**src/rtl/qpsk_demodulator.sv**
```systemverilog
// QPSK hard-decision demodulator: four symbols are reassembled into one 7-bit word with confidence/pad flags.
// Latency: the word is registered on the edge that accepts its fourth symbol; out_valid is visible right after it.
// Backpressure: one-entry output buffer; in_ready drops only for the fourth symbol while a held word is not being taken.
module qpsk_demodulator #(
  parameter logic [15:0] CONF_THRESH = 16'd2896
) (
  input  logic        clk,
  input  logic        rst_n,
  input  logic        in_valid,
  output logic        in_ready,
  input  logic [15:0] symb_real,
  input  logic [15:0] symb_imag,
  input  logic        flush,
  output logic        out_valid,
  input  logic        out_ready,
  output logic [6:0]  out_word,
  output logic        out_low_conf,
  output logic        out_pad_err
);

  logic [1:0]  cnt;
  logic [6:1]  stage_word;
  logic        stage_low;
  logic        neg_r;
  logic        neg_i;
  logic [15:0] mag_r;
  logic [15:0] mag_i;
  logic        low_r;
  logic        low_i;
  logic        accept;
  logic        load;

  // Magnitude of a two's-complement sample; the most negative value saturates so it stays a positive 15-bit number.
  function automatic logic [15:0] sat_mag(input logic [15:0] x);
    logic [15:0] m;
    m = x;
    if (x[15]) begin
      if (x == 16'h8000) begin
        m = 16'h7FFF;
      end else begin
        m = ~x + 16'd1;
      end
    end
    return m;
  endfunction

  assign neg_r    = symb_real[15];
  assign neg_i    = symb_imag[15];
  assign mag_r    = sat_mag(symb_real);
  assign mag_i    = sat_mag(symb_imag);
  assign low_r    = (mag_r < CONF_THRESH);
  assign low_i    = (mag_i < CONF_THRESH);

  // The last symbol may only enter when the output buffer is free or draining this cycle.
  assign in_ready = (cnt != 2'd3) || !out_valid || out_ready;
  assign accept   = in_valid && in_ready;
  // Flush discards a coinciding symbol, so it also suppresses the word load.
  assign load     = accept && !flush && (cnt == 2'd3);

  // Symbol counter and staging of the first three decided symbols; flush restarts the word.
  always_ff @(posedge clk or negedge rst_n) begin
    if (!rst_n) begin
      cnt        <= 2'd0;
      stage_word <= '0;
      stage_low  <= 1'b0;
    end else if (flush) begin
      cnt        <= 2'd0;
      stage_word <= '0;
      stage_low  <= 1'b0;
    end else if (accept) begin
      cnt <= cnt + 2'd1;
      case (cnt)
        2'd0: begin
          stage_word[6:5] <= {neg_i, neg_r};
          stage_low       <= low_r | low_i;
        end
        2'd1: begin
          stage_word[4:3] <= {neg_i, neg_r};
          stage_low       <= stage_low | low_r | low_i;
        end
        2'd2: begin
          stage_word[2:1] <= {neg_i, neg_r};
          stage_low       <= stage_low | low_r | low_i;
        end
        default: begin
          // Fourth symbol goes straight to the output buffer; staging is rewritten by the next word.
        end
      endcase
    end
  end

  // Output buffer: loads on the fourth symbol, drains on handshake, and a same-edge load keeps it full.
  always_ff @(posedge clk or negedge rst_n) begin
    if (!rst_n) begin
      out_valid    <= 1'b0;
      out_word     <= '0;
      out_low_conf <= 1'b0;
      out_pad_err  <= 1'b0;
    end else if (load) begin
      out_valid    <= 1'b1;
      out_word     <= {stage_word, neg_i};
      // Real part of the fourth symbol is padding: it feeds the pad check, never the confidence flag.
      out_low_conf <= stage_low | low_i;
      out_pad_err  <= neg_r;
    end else if (out_valid && out_ready) begin
      out_valid <= 1'b0;
    end
  end

endmodule

```
**config.mk**
```make
export PLATFORM = sky130hd
export DESIGN_NAME = qpsk_demodulator
export DESIGN_NICKNAME = d
export VERILOG_FILES = /design/src/rtl/qpsk_demodulator.sv
export SDC_FILE = /design/constraint.sdc
export NUM_CORES = 1
export LEC_CHECK = 0
export ABC_AREA = 1
export ABC_CLOCK_PERIOD_IN_PS = 2730
export CAP_MARGIN = 20
export CORE_MARGIN = 2
export CORE_UTILIZATION = 45
export DETAILED_ROUTE_END_ITERATION = 10
export PLACE_DENSITY_LB_ADDON = 0.15
export REMOVE_ABC_BUFFERS = 1
export SLEW_MARGIN = 20
export SYNTH_ARGS = -nofsm -noshare
export SYNTH_HDL_FRONTEND = slang
export SYNTH_SLANG_ARGS = --single-unit
export TNS_END_PERCENT = 30
```
**constraint.sdc**
```tcl
create_clock -name clk -period 2.73 [get_ports clk]
set_input_delay 0.273 -clock clk [delete_from_list [all_inputs] [get_ports clk]]
set_output_delay 0.273 -clock clk [all_outputs]
set_load 0.02 [all_outputs]
```
==> results.sh, run 1 <==
export IMPL_outcome="complete, no violations"
export IMPL_finalSetupTns_ns=0
export IMPL_final_cells=358
export IMPL_avgViaCountPerCell=4.846
export IMPL_cp_end_kind="output pin"
export IMPL_post_cts_buffers=0
export IMPL_grt_pass1_wl_mm=6.354
export IMPL_grt_overflow=0
export IMPL_drc=0
export IMPL_start_util_pct=46.28
export IMPL_synth_top_area_share_pct=28.27
export IMPL_drive_above_1_share_pct=10.97
export IMPL_synth_top_cell_by_area="dfrtp_1"
export IMPL_cts_tree="done"
export IMPL_r2r_start="cnt[0]"
export IMPL_path_class="register to output pin"
export IMPL_dp_hpwl_mm=2.945
export IMPL_start_kind="register"
export IMPL_worstPathArrival_ns=1.58
export IMPL_cp_required_ns=2.46
export IMPL_path_buf_inv=1
export IMPL_cp_cell_sequence="ha_1, nand3_1, clkdlybuf4s50_1"
export IMPL_clockBufferDepth=2
export IMPL_avgSynthCellArea_sq_um=6.394
export IMPL_fp_dieH_microns=65.13
export IMPL_reg2reg_slack_ns=0.95
export IMPL_grt_setup_unrepaired="false"
export IMPL_place_gp_congestion=0.8328
export IMPL_timing_fmax_mhz=539.5
export IMPL_post_place_ws_ns=0.6734
export IMPL_dieArea_sq_um=4242
export IMPL_grtUsageTotal_pct=18.55
export IMPL_areaGrowthSynthToFinish_pct=33.33
export IMPL_num_antenna_cells=0
export IMPL_insertion_delay_ns=0.26
export IMPL_clkSinkCount=19
export IMPL_whs_ns=0.4844
export IMPL_synth_area_leaders="dfrtp_1, nand2_1, nand3_1"
export IMPL_async_reset_ff_share_pct=100.0
export IMPL_drtAntennaViolNets=0
export IMPL_place_area_sq_um=2196
export IMPL_final_core_util_pct=61.71
export IMPL_wire_per_inst_microns=9.941
export IMPL_routed_wl_mm=3.559
export IMPL_synth_cells=263
export IMPL_critical_path_max_stage_delay_ns=0.60
export IMPL_leakage_nw=1.134
export IMPL_coreArea_sq_um=3633
export IMPL_synth_seq_cells=19
export IMPL_vdd_drop_max_mv=0.1984
export IMPL_hold_violations=0
export IMPL_setup_viol=0
export IMPL_worst_path_dominant_cell_family="buffers and inverters"
export IMPL_path_max_fanout=3
export IMPL_powerDensity_nw_per_um2=357.7
export IMPL_setup_ws_ns=0.8765
export IMPL_min_period_ns=1.853
export IMPL_cp_slowest_cell="clkdlybuf4s50_1"
export IMPL_cts_resized=0
export IMPL_grt_pass1_vias=1510
export IMPL_drv_slew=0
export IMPL_fin_nets=352
export IMPL_rows=22
export IMPL_synth_cell_type_count=30
export IMPL_h_tree_depth=1
export IMPL_ios=48
export IMPL_ys_seq_area_share_pct=28.27
export IMPL_grt_util_met2_pct=31.31
export IMPL_ys_flop_type="dfrtp_1"
export IMPL_grt_antenna_before_repair=0
export IMPL_slew_limit_headroom_pct=45.55
export IMPL_fin_area_sq_um=2242
export IMPL_grt_max_degree=20
export IMPL_yosysWarnings=0
export IMPL_synth_edff_count=0
export IMPL_hold_buffers=0
export IMPL_first_pass_iters=4
export IMPL_placed_cells=354
export IMPL_grt_busiest_layer="met2"
export IMPL_met3_usage_pct=1.541
export IMPL_die_w_microns=65.13
export IMPL_port_buffers=47
export IMPL_rr_worst_depth=6
export IMPL_drt_iter0_drc=48
export IMPL_power_mw=0.8020
export IMPL_grt_met1_usage_pct=24.70
export IMPL_fin_worst_skew_ns=0.002952
export IMPL_syn_area_sq_um=1682
export IMPL_worstMarginPinSlew_ns=0.8142
export IMPL_period_share_pct=67.89
export IMPL_root_buffer="clkbuf_8"
export IMPL_hold_path_class="primary input to async pin"
export IMPL_cap_viol_max_count=0
export IMPL_clk_pin_slew_worst_paths_ns=0.07
export IMPL_vias=1735
export IMPL_reg2reg_to="out_word[4]"
export IMPL_cts_made_buffers=3
[worst max path at each step]
stage	to	from	slack, ns	depth (start not counted)
floorplan	out_word[1]	cnt[0]	1.02	6
CTS	in_ready	cnt[0]	0.87	3
global route	stage_low	symb_imag[15]	0.71	10
detailed placement	stage_low	symb_imag[15]	0.67	10
finish	in_ready	cnt[0]	0.88	3
global placement	stage_low	symb_imag[15]	0.76	10
[registers in the layout (all words and copies together) (netlist names)]
signal,cells
out_word,7
out_valid,1
stage_word,6
cnt,2
out_pad_err,1
stage_low,1
out_low_conf,1
[area by class of cell]
cell class,count,area [sq um]
Fill cell,381,1391
Inverter,31,116.4
Sequential cell,19,475.5
Timing Repair Buffer,48,478.0
Tap cell,48,60.06
Multi-Input combinational cell,208,1066
Clock inverter,1,5.005
Clock buffer,3,41.29
[where the power goes]
group | internal [mW] | switching, mW
clock | 0.102 | 0.0903
combinational | 0.136 | 0.144
sequential | 0.312 | 0.0178
[metal layers]
metal,vias to the layer above,routed length [microns]
met5,-,0
met2,40,1704
met3,5,139
li1,925,-
met1,765,1655
met4,0,60
[cells in the final DEF, fill, tap and decap left out]
cell	n
and2_1	1
dfrtp_1	19
o21ai_1	1
clkinv_2	1
nand3b_1	5
clkbuf_8	3
buf_4	1
xor2_1	1
nand2_4	1
nor4_1	1
nand3_1	28
nor2_1	27
nor3_2	1
o21bai_1	1
nand3_2	2
a22oi_2	1
clkinv_1	2
nand2_2	6
o21ai_0	13
inv_2	3
nor3_1	3
nand4_1	1
o31ai_1	1
a21oi_1	3
ha_1	4
nor2_8	1
nor2_2	4
nor2_4	4
clkdlybuf4s50_1	47
inv_1	26
nand2_1	92
mux2_2	6
[Yosys cell counts (2+ instances only)]
master and number:
inv_1 26, dfrtp_1 19, clkinv_1 2, nand2_2 6
ha_1 4, inv_2 3, buf_2 4, o21ai_0 13
nand2_1 92, nor2_2 4, nor3_1 3, nor2_4 4
nand3_1 28, mux2_2 6, nor2_1 27, nand3_2 2
a21oi_1 3, nand3b_1 5
[logic make-up after synthesis]
kind of cell	count (synthesis)	synth area share (%)
xor gates and xnor gates	1	0.5209
AOI/OAI and AO/OA	20	6.696
DFF	19	28.27
and+or+nand+nor	177	49.18
buffers and inverters	36	8.333
muxes	6	4.018
adders and majority gates	4	2.976
(Power assumes the default switching activity.)
==> run 2, diff against run 1 <==
- ABC_CLOCK_PERIOD_IN_PS: 2730 -> 1950
- clock period: 2.73 -> 1.95 ns (I/O delays scaled with it)
==> results.sh, run 2 (synthesized netlist as in run 1, its figures left out) <==
export IMPL_rr_worst_depth=7
export IMPL_grt_max_degree=20
export IMPL_routed_wl_mm=3.500
export IMPL_hold_violations=0
export IMPL_min_period_ns=1.773
export IMPL_first_pass_iters=4
export IMPL_cp_end_kind="output pin"
export IMPL_drtAntennaViolNets=0
export IMPL_drt_iter0_drc=99
export IMPL_worstMarginPinSlew_ns=0.3105
export IMPL_grt_antenna_before_repair=0
export IMPL_slew_limit_headroom_pct=79.30
export IMPL_cts_tree="done"
export IMPL_cp_cell_sequence="ha_1, nand3_1, clkdlybuf4s50_1"
export IMPL_pwr_share_seq_pct=40.5
export IMPL_drv_slew=0
export IMPL_path_max_fanout=3
export IMPL_cp_slowest_cell="clkdlybuf4s50_1"
export IMPL_period_share_pct=90.95
export IMPL_path_buf_inv=1
export IMPL_drive_above_1_share_pct=12.06
export IMPL_start_util_pct=46.28
export IMPL_areaGrowthSynthToFinish_pct=35.49
export IMPL_worst_path_stages=3
export IMPL_worst_path_dominant_cell_family="buffers and inverters"
export IMPL_fin_area_sq_um=2278
export IMPL_cts_made_buffers=3
export IMPL_dieArea_sq_um=4242
export IMPL_cap_viol_max_count=0
export IMPL_intPower_mw=0.7780
export IMPL_multi_input_area_sq_um=1066
export IMPL_hold_buffers=0
export IMPL_worstPathArrival_ns=1.58
export IMPL_final_core_util_pct=62.71
export IMPL_critical_path_max_stage_delay_ns=0.60
export IMPL_insertion_delay_ns=0.26
export IMPL_grt_overflow=0
export IMPL_place_gp_congestion=0.8437
export IMPL_hold_path_class="primary input to async pin"
export IMPL_root_buffer="clkbuf_8"
export IMPL_h_tree_depth=1
export IMPL_timing_fmax_mhz=563.9
export IMPL_clockBufferDepth=2
export IMPL_layout_commonest_cell="nand2_1"
export IMPL_powerDensity_nw_per_um2=497.1
export IMPL_ios=48
export IMPL_p_switching_mw=0.3546
export IMPL_grt_pass1_wl_mm=6.299
export IMPL_place_area_sq_um=2233
export IMPL_regMostFlops="out_word"
export IMPL_placed_cells=359
export IMPL_port_buffers=47
export IMPL_leakage_nw=1.155
export IMPL_nFillCells=346
export IMPL_clockPowerShare_pct=24.4
export IMPL_finalSetupTns_ns=0
export IMPL_final_cells=363
export IMPL_vias=1739
export IMPL_clkSinkCount=19
export IMPL_path_class="register to output pin"
export IMPL_outcome="complete, no violations"
export IMPL_rows=22
export IMPL_cts_resized=0
export IMPL_fin_worst_skew_ns=0.001789
export IMPL_largest_reg_flops=7
export IMPL_grt_pass1_vias=1539
export IMPL_power_mw=1.133
export IMPL_pwr_share_comb_pct=35.0
export IMPL_coreArea_sq_um=3633
export IMPL_avgViaCountPerCell=4.791
export IMPL_fin_nets=357
export IMPL_post_cts_buffers=0
export IMPL_num_antenna_cells=0
export IMPL_cp_required_ns=1.75
export IMPL_regArea_sq_um=475.5
export IMPL_start_kind="register"
export IMPL_drc=0
export IMPL_wire_per_inst_microns=9.642
export IMPL_grtUsageTotal_pct=18.30
export IMPL_vdd_drop_max_mv=0.2633
export IMPL_largestRegisters="out_word: 7 flops, stage_word: 6 flops, cnt: 2 flops"
export IMPL_dp_hpwl_mm=2.900
export IMPL_setup_viol=0
export IMPL_p_sw_share_pct=31.31
export IMPL_fp_dieH_microns=65.13
export IMPL_final_cell_mix="nand2_1, clkdlybuf4s50_1, nand3_1, nor2_1, inv_1"
export IMPL_grt_setup_unrepaired="false"
export IMPL_die_w_microns=65.13
export IMPL_clk_pin_slew_worst_paths_ns=0.07
## run 2: layout make-up
type                    instances  area share (%)
flip-flops and latches         19           20.87
well taps                      48           2.636
multi-input cells             208           46.79
clock buffers                   4           1.977
repair buffers                 53           22.62
inverters                      31           5.107
## run 2: path summary, 6_finish.rpt
path,startpoint,to,slack [ns]
worst max register to register,cnt[0],out_word[4],0.37
worst min register to register,stage_word[4],stage_word[4],0.49
max in group asynchronous,rst_n,stage_word[4],1.49
min in group clk,stage_word[4],stage_word[4],0.49
worst min-delay path,rst_n,cnt[1],0.27
worst max-delay path,cnt[0],in_ready,0.18
## run 2: per-layer routing
metal / track usage (%) / wire (microns)
met5: 0 / 0
met4: 7.031 / 31
met3: 1.027 / 112
met2: 30.54 / 1634
met1: 25.05 / 1722
## run 2: stage by stage
stage | setup slack (ns) | hold slack, ns
2_1_floorplan | 0.2390 | -0.1006
3_3_place_gp | 0.1154 | 0.4679
3_5_place_dp | 0.1128 | 0.4740
4_1_cts | 0.1642 | 0.2791
5_1_grt | 0.1020 | 0.2995
6_report | 0.1765 | 0.2664
## run 2: worst register-to-register path, delay by kind of cell, from the launching register on
kind	cells	cell delay, ns
simple gates	4	0.38
buf+inv	1	0.19
flops	1	0.40
fa+ha+maj	1	0.22
mux	1	0.28
## run 2: power groups by stage
stage	Sequential (mW)	Combinational [mW]	Clock, mW
2_1_floorplan	0.495	0.171	0
3_3_place_gp	0.467	0.395	0
3_5_place_dp	0.468	0.398	0
4_1_cts	0.461	0.400	0.279
5_1_grt	0.465	0.445	0.298
6_report	0.459	0.397	0.276
==> run 3, diff against run 2 <==
- GPL_ROUTABILITY_DRIVEN: default -> 0
- REMOVE_ABC_BUFFERS: 1 -> default
==> results.sh, run 3 (synthesized netlist as in run 1, its figures left out) <==
export IMPL_outcome="complete, no violations"
export IMPL_dr_wl_met2_mm=1.669
export IMPL_clk_pin_slew_worst_paths_ns=0.06
export IMPL_grt_max_degree=20
export IMPL_met1_length_mm=1.668
export IMPL_port_buffers=47
export IMPL_finalSetupTns_ns=0
export IMPL_routed_wl_mm=3.517
export IMPL_hold_path_class="primary input to async pin"
export IMPL_vdd_drop_max_mv=0.2341
export IMPL_coreArea_sq_um=3633
export IMPL_root_buffer="clkbuf_8"
export IMPL_worstPathArrival_ns=1.56
export IMPL_wire_per_inst_microns=9.662
export IMPL_regMostFlops="out_word"
export IMPL_die_w_microns=65.13
export IMPL_clockBufferDepth=2
export IMPL_drtAntennaViolNets=0
export IMPL_clkSinkCount=19
export IMPL_largestRegisters="out_word: 7 flops, stage_word: 6 flops, cnt: 2 flops"
export IMPL_cp_slowest_cell="clkdlybuf4s50_1"
export IMPL_hold_buffers=0
export IMPL_num_antenna_cells=0
export IMPL_fin_nets=358
export IMPL_critical_path_max_stage_delay_ns=0.60
export IMPL_insertion_delay_ns=0.25
export IMPL_cp_required_ns=1.75
export IMPL_power_mw=1.121
export IMPL_drv_slew=0
export IMPL_layout_commonest_cell="nand2_1"
export IMPL_grt_antenna_before_repair=0
export IMPL_period_share_pct=90.18
export IMPL_dp_hpwl_mm=2.932
export IMPL_fin_worst_skew_ns=0.0007464
export IMPL_whs_ns=0.2757
export IMPL_grt_pass1_wl_mm=6.134
export IMPL_cp_cell_sequence="ha_1, nand3_1, clkdlybuf4s50_1"
export IMPL_drc=0
export IMPL_leakage_nw=1.159
export IMPL_start_kind="register"
export IMPL_rows=22
export IMPL_ios=48
export IMPL_fp_dieH_microns=65.13
export IMPL_first_pass_iters=4
export IMPL_h_tree_depth=1
export IMPL_vias=1752
export IMPL_largest_reg_flops=7
export IMPL_cap_viol_max_count=0
export IMPL_path_max_fanout=3
export IMPL_timing_fmax_mhz=568.6
export IMPL_avgViaCountPerCell=4.813
export IMPL_cts_tree="done"
export IMPL_cp_end_kind="output pin"
export IMPL_grt_overflow=0
export IMPL_final_core_util_pct=62.91
export IMPL_hold_violations=0
export IMPL_multi_input_area_sq_um=1066
export IMPL_drive_above_1_share_pct=12.34
export IMPL_powerDensity_nw_per_um2=490.2
export IMPL_start_util_pct=46.28
export IMPL_setup_viol=0
export IMPL_grt_setup_unrepaired="false"
export IMPL_slew_limit_headroom_pct=79.52
export IMPL_grtUsageTotal_pct=17.99
export IMPL_topRoutingLayerUsed="met4"
export IMPL_worst_path_dominant_cell_family="buffers and inverters"
export IMPL_grt_pass1_vias=1545
export IMPL_regArea_sq_um=475.5
export IMPL_cts_made_buffers=3
export IMPL_min_period_ns=1.759
export IMPL_path_buf_inv=1
export IMPL_post_cts_buffers=0
export IMPL_drt_iter0_drc=113
export IMPL_final_cell_mix="nand2_1, clkdlybuf4s50_1, nand3_1, nor2_1, inv_1"
export IMPL_cts_resized=0
export IMPL_worstMarginPinSlew_ns=0.3072
export IMPL_synth_net_count=304
export IMPL_areaGrowthSynthToFinish_pct=35.94
export IMPL_nFillCells=369
export IMPL_path_class="register to output pin"
export IMPL_met3WireLength_microns=138
export IMPL_dieArea_sq_um=4242
==> run 3: changes by cell type in the layout (fill, tap and decap cells not counted), sizes merged <==
| cell | previous run | this run |
|---|---|---|
| buf | 6 | 7 |
==> run 3: power breakdown <==
| part | internal [mW] | total (mW) | switching, mW |
|---|---|---|---|
| Clock | 0.145 | 0.263 | 0.118 |
| Combinational | 0.196 | 0.397 | 0.201 |
| Sequential | 0.436 | 0.461 | 0.0244 |
==> run 3: through the flow <==
stage,setup WS [ns],instances,cell area [sq um]
2_1_floorplan,0.2381,263,1682
3_3_place_gp,0.1296,360,2241
3_5_place_dp,0.09389,360,2241
4_1_cts,0.1816,364,2286
5_1_grt,0.1029,364,2286
6_report,0.1914,364,2286
==> run 3: metal layers <==
metal,global-route usage [%],vias up
met5,0,-
met4,7.292,0
met3,2.568,4
met2,31.44,46
met1,22.29,761
li1,-,941
==> run 3: layout make-up <==
type / instances / share of cell area, %
inverters: 31 / 5.090
repair buffers: 54 / 22.88
well taps: 48 / 2.627
flip-flops and latches: 19 / 20.80
clock buffers: 4 / 1.970
multi-input cells: 208 / 46.63
==> run 3: worst reg2reg max path, stage by stage, from the launching register on <==
cell and delay (ns):
dfrtp_1 0.40, ha_1 0.22, nand3_1 0.10, nand2_1 0.08, nor2_2 0.13, nand2_1 0.08, buf_4 0.17, mux2_2 0.28
==> run 3: worst paths after layout <==
check / start / end / slack, ns / depth (start not counted)
max reg2reg: cnt[0] / out_word[2] / 0.38 / 7
max in group asynchronous: rst_n / stage_low / 1.48 / 2
max: cnt[0] / in_ready / 0.19 / 3
min reg2reg: stage_word[6] / stage_word[6] / 0.48 / 2
min: rst_n / out_valid / 0.28 / 2
min in group clk: stage_word[6] / stage_word[6] / 0.48 / 2
==> variant: new RTL, config.mk and constraints of run 2 <==
Reset style: synchronous (`rst_n`), changed in 2 clocked blocks.
--- a/src/rtl/qpsk_demodulator.sv
+++ b/src/rtl/qpsk_demodulator.sv
@@ -58,7 +58,7 @@
   assign load     = accept && !flush && (cnt == 2'd3);
 
   // Symbol counter and staging of the first three decided symbols; flush restarts the word.
-  always_ff @(posedge clk or negedge rst_n) begin
+  always_ff @(posedge clk) begin
     if (!rst_n) begin
       cnt        <= 2'd0;
       stage_word <= '0;
@@ -90,7 +90,7 @@
   end
 
   // Output buffer: loads on the fourth symbol, drains on handshake, and a same-edge load keeps it full.
-  always_ff @(posedge clk or negedge rst_n) begin
+  always_ff @(posedge clk) begin
     if (!rst_n) begin
       out_valid    <= 1'b0;
       out_word     <= '0;
Behaviour: differs if rst_n is asserted again (counterexample within 10 cycles, from zero or initial values and one cycle with rst_n low); with rst_n held inactive, the same outputs for 10 cycles.
==> variant against run 2 <==
Sequential cell count is the same; synthesized area shrank 8.0%; routed wire length shrank 0.29%; sequential share of layout area shrank 2.9 points; setup slack gained 34 ps; synthesized cell count grew 6.1%; critical path depth is the same; final area shrank 7.3%; global-route usage grew 0.80 points; power shrank 26%.
==> variant: results (changes against run 2) <==
Lkg Pwr=1.03 nW (-11%); Hold/Removal Path Class=reg -> reg; max_slew headroom=75.1% (-4.2 points); CTS H-Tree Depth=1 (unchanged); prevailing post-synth register cell=dfxtp_1; DR pass1 iterations=4 (unchanged); Top delay family on crit path=buffers and inverters; Total Routing Usage GR=19.1% (+0.80 points); RR Startpoint=cnt[0]; min-delay src=stage_word[1]; Clock Tree Buf Depth=2 (unchanged); status=completed; clk_lat worst skew=290 ps (+30 ps); Syn. warnings=0 (unchanged); Unique masters post-synth=20 (-33%); Reg2Reg Depth=7 (unchanged); async set-reset flop share out of synthesis=0% (-100 points); hold_ws=473 ps (+206 ps); Synth Area in Compound Gates=11.8% (+5.1 points); max reg flops=7 (unchanged); CP peak stage delay=600 ps (about the same); sequential fraction of the synthesis area=24.6% (-3.7 points); Synth area leaders=dfxtp_1, nand2_1, nor2_1, nand3_1, inv_1; Worst Hold End=stage_word[1]; commonest cells in the netlist=nand2_1, nor2_1, inv_1; CTS Root Cell=clkbuf_4; clock-pin slew on the worst setup and hold paths=110 ps (+40 ps); CP Max Fanout=3 (unchanged); WP data arrival=1540 ps (-40 ps); R2R setup slack=280 ps (-90 ps); post-cts sizing count=0 (unchanged); gpl congestion=0.807 (-4.4%); CTS Buf Count=3 (unchanged); Post-CTS Setup Bufs=0 (unchanged); n_diodes=0 (unchanged); drt total wl=3490 µm (-0.29%); RR Endpoint=out_low_conf; 1st-iter DRT viols=65 (-34%); mux cell area share after synthesis=0% (-4.0 points); DP HPWL=2910 µm (+0.47%); largest net degree at the start of global routing=16 (-20%); vias per cell=4.85 (+1.3%); peak supply drop=0.258 mV (-1.9%); XOR/XNOR share of the synthesized area=1.13% (+0.61 points); Worst Skew=8.26 ps (+6.47 ps); first-pass GRT wire length=6380 µm (+1.3%); adder-cell area share of the yosys netlist=3.24% (+0.26 points); initial antenna violation count=0 (unchanged); ANT nets after route=0 (unchanged); share of layout cells above drive strength 1=5.76% (-6.3 points); vias in the first global route=1587 (+3.1%); Hold Path Stages=2; Crit-path slowest cell=clkdlybuf4s50_1; layout net count=372 (+4.2%)
-- variant: changes by cell type after synthesis, sizes merged, moves of 3 or more --
cell    change
dfxtp      +19
nand3b      -3
mux2        -6
nand2      -10
nor2       +12
o21ai       +6
dfrtp      -19
inv         +8
a21oi      +12
-- variant: worst max-delay path by stage --
stage	startpoint	end	slack, ps
final	cnt[0]	in_ready	210
after detailed placement	symb_imag[5]	stage_low	100
after CTS	cnt[0]	in_ready	190
after global routing	cnt[0]	out_low_conf	110
after floorplan	cnt[0]	out_low_conf	-30
after global placement	symb_imag[5]	stage_low	110
-- variant: metrics by stage --
step	util, %	instance area [µm²]	setup TNS (ps)	setup WS (ps)	instances
2_1_floorplan	-	1520	-83.0	-28.8	274
3_3_place_gp	63.0	2080	0	114	372
3_5_place_dp	63.0	2080	0	101	372
4_1_cts	63.8	2110	0	193	376
5_1_grt	63.8	2110	0	108	376
6_report	63.8	2110	0	210	376
-- variant: power by group --
| part | switching, mW | total [mW] | internal, mW |
|---|---|---|---|
| Clock | 0.116 | 0.192 | 0.0763 |
| Sequential | 0.00342 | 0.397 | 0.393 |
| Combinational | 0.127 | 0.251 | 0.124 |
| Total | 0.246 | 0.840 | 0.594 |
-- variant: final cells by class --
type,instances,area (µm²)
fill,349,1200
clock inverter,1,5.00
sequential,19,380
multi-input combinational,218,1000
timing repair buffer,52,508
tap,46,57.6
inverter,37,139
clock buffer,3,22.5
-- variant: worst reg2reg max path: stages, from the launching register on --
cell	delay [ps]
dfxtp_1	340
ha_1	210
nand3_1	90
nand2_1	130
nor3_1	330
inv_1	230
nor2_1	140
a21oi_1	80
-- variant: metal layers --
metal / global-route usage, % / wire length [µm]
met1: 25.0 / 1630
met2: 32.7 / 1670
met3: 4.14 / 174
met4: 3.33 / 15
met5: 0 / 0
-- variant: cell families (layout without fill, tap and decap cells) --
kind of cell	Yosys count	after routing
compound gates	36	36
xor+xnor	2	2
buf+inv	42	93
flops	19	19
fa+ha+maj	4	4
simple gates	176	176
